$ cat src/rtl/alu_cdb_queue.sv
// -----------------------------------------------------------------------------
// alu_cdb_queue
//
// Holds ALU results that are waiting for a common data bus (CDB) slot. The
// results leave strictly in the order they were accepted. The head entry asks
// for the CDB through cdb_valid_o. The CDB arbiter takes it with cdb_grant_i.
// A mispredict squash empties the queue at the next clock edge.
//
// Parameters
//   XLEN   result data width
//   DEPTH  entry count (a power of two, at least 2)
//   PRN_W  physical-register tag width
//   ROB_W  ROB index width
//
// Ports
//   clock_i          rising-edge clock
//   reset_i          asynchronous, active-high reset
//   squash_i         synchronous flush of all entries
//   in_valid_i       ALU result offered this cycle
//   in_result_i      ALU result value
//   in_dest_prn_i    destination physical register
//   in_rob_idx_i     owning ROB entry
//   in_ready_o       queue can accept a result this cycle
//   cdb_valid_o      head entry is requesting the CDB
//   cdb_result_o     head result (zero when empty)
//   cdb_dest_prn_o   head destination tag (zero when empty)
//   cdb_rob_idx_o    head ROB index (zero when empty)
//   cdb_grant_i      CDB arbiter accepts the head entry this cycle
//   count_o          number of occupied entries
// -----------------------------------------------------------------------------
module alu_cdb_queue #(
    parameter int XLEN  = 32,
    parameter int DEPTH = 4,
    parameter int PRN_W = 6,
    parameter int ROB_W = 5,
    localparam int PTR_W = $clog2(DEPTH),
    localparam int CNT_W = $clog2(DEPTH) + 1
) (
    input  logic             clock_i,
    input  logic             reset_i,
    input  logic             squash_i,
    input  logic             in_valid_i,
    input  logic [XLEN-1:0]  in_result_i,
    input  logic [PRN_W-1:0] in_dest_prn_i,
    input  logic [ROB_W-1:0] in_rob_idx_i,
    output logic             in_ready_o,
    output logic             cdb_valid_o,
    output logic [XLEN-1:0]  cdb_result_o,
    output logic [PRN_W-1:0] cdb_dest_prn_o,
    output logic [ROB_W-1:0] cdb_rob_idx_o,
    input  logic             cdb_grant_i,
    output logic [CNT_W-1:0] count_o
);

    localparam logic [CNT_W-1:0] FULL_CNT = CNT_W'(DEPTH);

    logic [XLEN-1:0]  result_q   [DEPTH];
    logic [PRN_W-1:0] dest_prn_q [DEPTH];
    logic [ROB_W-1:0] rob_idx_q  [DEPTH];

    logic [PTR_W-1:0] head_q, head_d;
    logic [PTR_W-1:0] tail_q, tail_d;
    logic [CNT_W-1:0] count_q, count_d;

    logic push;
    logic pop;

    // in_ready_o depends only on registered occupancy. A full queue therefore
    // stays closed for the whole cycle in which its head is granted.
    assign in_ready_o  = (count_q != FULL_CNT);
    assign cdb_valid_o = (count_q != '0);

    // Squash drops any push or grant that arrives in the same cycle.
    assign push = in_valid_i  && in_ready_o  && !squash_i;
    assign pop  = cdb_grant_i && cdb_valid_o && !squash_i;

    // The data outputs are forced to zero when the queue is empty. The storage
    // contents are left stale after a squash.
    assign cdb_result_o   = cdb_valid_o ? result_q[head_q]   : '0;
    assign cdb_dest_prn_o = cdb_valid_o ? dest_prn_q[head_q] : '0;
    assign cdb_rob_idx_o  = cdb_valid_o ? rob_idx_q[head_q]  : '0;

    assign count_o = count_q;

    always_comb begin
        head_d  = head_q;
        tail_d  = tail_q;
        count_d = count_q;
        if (squash_i) begin
            head_d  = '0;
            tail_d  = '0;
            count_d = '0;
        end else begin
            // DEPTH is a power of two, so the pointers wrap by natural overflow.
            if (push) begin
                tail_d = tail_q + 1'b1;
            end
            if (pop) begin
                head_d = head_q + 1'b1;
            end
            case ({push, pop})
                2'b10:   count_d = count_q + 1'b1;
                2'b01:   count_d = count_q - 1'b1;
                default: count_d = count_q;
            endcase
        end
    end

    always_ff @(posedge clock_i or posedge reset_i) begin
        if (reset_i) begin
            head_q  <= '0;
            tail_q  <= '0;
            count_q <= '0;
        end else begin
            head_q  <= head_d;
            tail_q  <= tail_d;
            count_q <= count_d;
        end
    end

    // Entry storage needs no reset. An entry is only read after it is written.
    always_ff @(posedge clock_i) begin
        if (push) begin
            result_q[tail_q]   <= in_result_i;
            dest_prn_q[tail_q] <= in_dest_prn_i;
            rob_idx_q[tail_q]  <= in_rob_idx_i;
        end
    end

endmodule

$ cat config.mk
export PLATFORM = sky130hd
export DESIGN_NAME = alu_cdb_queue
export DESIGN_NICKNAME = d
export VERILOG_FILES = /design/src/rtl/alu_cdb_queue.sv
export SDC_FILE = /design/constraint.sdc
export NUM_CORES = 1
export LEC_CHECK = 0
export ABC_AREA = 1
export CELL_PAD_IN_SITES_DETAIL_PLACEMENT = 0
export CELL_PAD_IN_SITES_GLOBAL_PLACEMENT = 1
export CORE_MARGIN = 2
export CORE_UTILIZATION = 44
export DETAILED_ROUTE_END_ITERATION = 10
export GPL_ROUTABILITY_DRIVEN = 0
export PLACE_DENSITY_LB_ADDON = 0.1
export SKIP_CTS_REPAIR_TIMING = 1
export SLEW_MARGIN = 20
export SYNTH_ARGS = -nofsm -noshare
export SYNTH_HDL_FRONTEND = slang
export SYNTH_SLANG_ARGS = --single-unit
$ cat constraint.sdc
create_clock -name clock_i -period 4.03 [get_ports clock_i]
set_input_delay 0.806 -clock clock_i [delete_from_list [all_inputs] [get_ports clock_i]]
set_output_delay 0.806 -clock clock_i [all_outputs]
set_load 0.01 [all_outputs]
==> metrics.sh <==
HTREE_NUM_LEVELS=4
P_TOTAL_mW=5.72
LEAKAGEPOWER_nW=3.07
CP-END-KIND='output port'
POST_SYN_INSTANCES=572
LAYOUT_CELLS_SIZED_ABOVE_1_PCT=10.2
GRT_PASS1_WL_UM=24900
CLKTRANSATPATHREGS_NS=0.06
MAX_CAP_VIOL_COUNT=0
CTS_TREE='yes'
FF2FF_SETUP_SLACK_NS=1.68
CRIT_PATH_MAX_FANOUT=47
FLOORPLAN.ROWS=46
CORE_REGION_AREA_UM2=15900
FINAL_CELL_MIX='nor2_1 (173), edfxtp_1 (172), clkdlybuf4s50_1 (95)'
FLOW.AREA_GROWTH_FROM_SYNTHESIS_PCT=25.2
START_UTIL_PCT=45.1
DIE-AREA_UM2=17300
IR_DROP_mV=0.346
SYNTH.NET_COUNT=625
DPL-INSTANCE-AREA_UM2=8370
DRV_SLEW=0
ENDPOINT='cdb_rob_idx_o[0]'
GRT-BUSIEST-LAYER='met2'
WORSTSETUPSTARTPOINTTYPE='flop'
R2R_END='result_q[2][19]'
DRT.ANTENNA.VIOLATING_NETS=0
GLOBALROUTETOTALUTIL_PCT=18.7
SYNTH_EDF_COUNT=172
DRT-INITIAL-DRC-COUNT=276
PLACEDCELLCOUNT=868
CLK-INSERTION-DELAY-LATE_NS=0.42
POST-ROUTE-MIN-PERIOD_NS=3.73
CP_DATA_REQUIRED_TIME_NS=3.22
TNS_NS=0
FINAL_HOLD_VIOL_COUNT=0
ROUTED_WIRE_LENGTH_PER_INSTANCE_UM=17.1
WORST_MIN_DELAY_PATH_CATEGORY='flop to flop'
YS.WARNINGS.COUNT=0
TIMING_WORST_SETUP_PATH_TYPE='flop to output port'
FIRSTDRTPASSITERS=4
GRTUSAGEMET1_PCT=24.1
YOSYSSEQAREASHARE_PCT=74.5
PLACE_HPWL_UM=9200
POWER_DENSITY_nW_PER_UM2=638
FINALCLOCKSKEW_NS=0.00865
ROOT_BUFFER='clkbuf_16'
REG2REGPATHDEPTH=7
GRT_REMAINING_OVERFLOW=0
DIE_W_UM=132
VIA_COUNT=4532
SYNTH-SEQ-CELLS=179
ASYNCSETRESETFLOPFRACSYNTH_PCT=3.91
STATUS='finished clean'
MOST_COMMON_LIBRARY_CELL_IN_THE_LAYOUT_IGNORING_FILL_AND_TAPS='nor2_1'
ROUTED_WIRELENGTH_UM=15300
TIMING.CRITICAL_PATH.CELLS='inv_4 > buf_4 > o21ai_0 > a21oi_1 > clkdlybuf4s50_1'
TIMING.CRITICAL_PATH.SLOWEST_STAGE_CELL='dfrtp_4'
AVGVIACOUNTPERCELL=5.04
SYNTH_AREA_UM2=7170
WORST_CASE_HOLD_SLACK_NS=0.603
RELSLEWSLACK_PCT=56.6
GRT_MAX_DEGREE=48
NUMCLOCKSINKS=179
FIN_CELLS=900
IOS=96
TIMING.FINAL.SETUP_VIOLATIONS=0
ARRIVAL_NS=2.92
WORSTREG2REGSTART='count_o[0]'
CLOCK.FMAX_GHz=0.268
START_POINT_OF_THE_CRITICAL_PATH='head_q[0]'
INITIAL_ANTENNA_VIOLATION_COUNT=0
WORST_PATH_LARGEST_CELL_DELAY_NS=0.70
FINAL.PERIOD_UTILIZATION_PCT=92.5
FINAL_CELL_AREA_UM2=8970
CTSLONGESTPATHBUFFERS=2
GRT_USE_MET2_PCT=31.6
SYNTH.LIB_CELLS_USED.DISTINCT=27
GLOBALROUTEMET3UTIL_PCT=4.01
INSERTEDDIODECOUNT=0
NUMPORTBUFFERS=95
DRT_DRC_VIOLATIONS_LEFT=0
POST_SYNTH.CELL_AREA_AVG_UM2=12.5
TIGHTEST_SLEW_NS=0.649
FINAL_NET_COUNT=724
FIRST_GLOBAL_VIAS=4634
DIE_HEIGHT_UM=132
RSZ0062_AT_GRT='false'
SYNTH_FLOP_CELL='edfxtp_1'
CTS_INSERTED_BUFFERS=17
==> cell families (layout without fill, tap and decap cells) <==
family          Yosys count  after routing  share of synthesized area, %
compound gates          137            137                          9.76
xor+xnor                  1              1                         0.122
fa+ha+maj                 5              5                         0.978
buf+inv                  47            159                          3.40
flops                   179            179                          74.5
simple gates            203            203                          11.2
==> critical path: cells and delay by family, from the launching register on <==
family	cells	cell delay [ns]
compound gates	2	0.41
buf+inv	3	1.36
flops	1	0.70
==> through the flow <==
| stage | setup slack [ns] | utilization [%] |
|---|---|---|
| global route | 0.192 | 56.5 |
| global placement | 0.814 | 52.7 |
| floorplan | 0.673 | - |
| detailed placement | 0.794 | 52.7 |
| CTS | 0.330 | 56.5 |
| finish | 0.301 | 56.5 |
==> synth_stat cells (3+ instances only) <==
master / count / area share (%)
nor2_1: 177 / 9.3
edfxtp_1: 172 / 72
o21ai_0: 60 / 4.2
a21oi_1: 45 / 3.1
o21ai_1: 29 / 2.0
nand2_1: 16 / 0.84
buf_2: 14 / 0.98
inv_1: 11 / 0.58
clkbuf_1: 9 / 0.47
dfrtp_1: 7 / 2.4
buf_6: 5 / 0.79
ha_1: 4 / 0.70
nand2_2: 4 / 0.35
inv_2: 3 / 0.16
==> cell type report <==
| class | instances | area, µm² |
|---|---|---|
| Clock buffer | 18 | 429 |
| Clock inverter | 14 | 178 |
| Fill cell | 1353 | 6910 |
| Inverter | 15 | 58.8 |
| Multi-Input combinational cell | 346 | 1610 |
| Sequential cell | 179 | 5350 |
| Tap cell | 216 | 270 |
| Timing Repair Buffer | 112 | 1080 |
==> report_power, final <==
group          total [mW]  switching, mW  internal, mW
Combinational        1.77          0.973         0.801
Clock                1.68          0.700         0.984
Sequential           2.27          0.105          2.16
==> layer usage <==
layer	part of all wire [%]	routed length (µm)	vias to the layer above
met3	3.8	576	17
met2	48	7440	103
met1	46	7080	2208
met4	1.6	251	0
li1	-	-	2204
met5	0	0	-
==> state kept, by name, indices dropped and copies added (netlist names) <==
signal,count
count_o,3
dest_prn_q,24
head_q,2
result_q,128
rob_idx_q,20
tail_q,2
==> worst min-delay path by stage <==
stage / from / to / slack, ns / cells past startpoint
CTS: count_o[2] / count_o[2] / 0.60 / 2
detailed placement: count_o[2] / count_o[2] / 0.59 / 2
global placement: count_o[2] / count_o[2] / 0.58 / 2
global route: reset_i / count_o[2] / 0.64 / 2
floorplan: tail_q[1] / tail_q[1] / 0.58 / 2
finish: count_o[2] / count_o[2] / 0.60 / 2
No activity file was read; power rests on OpenSTA's default activity.
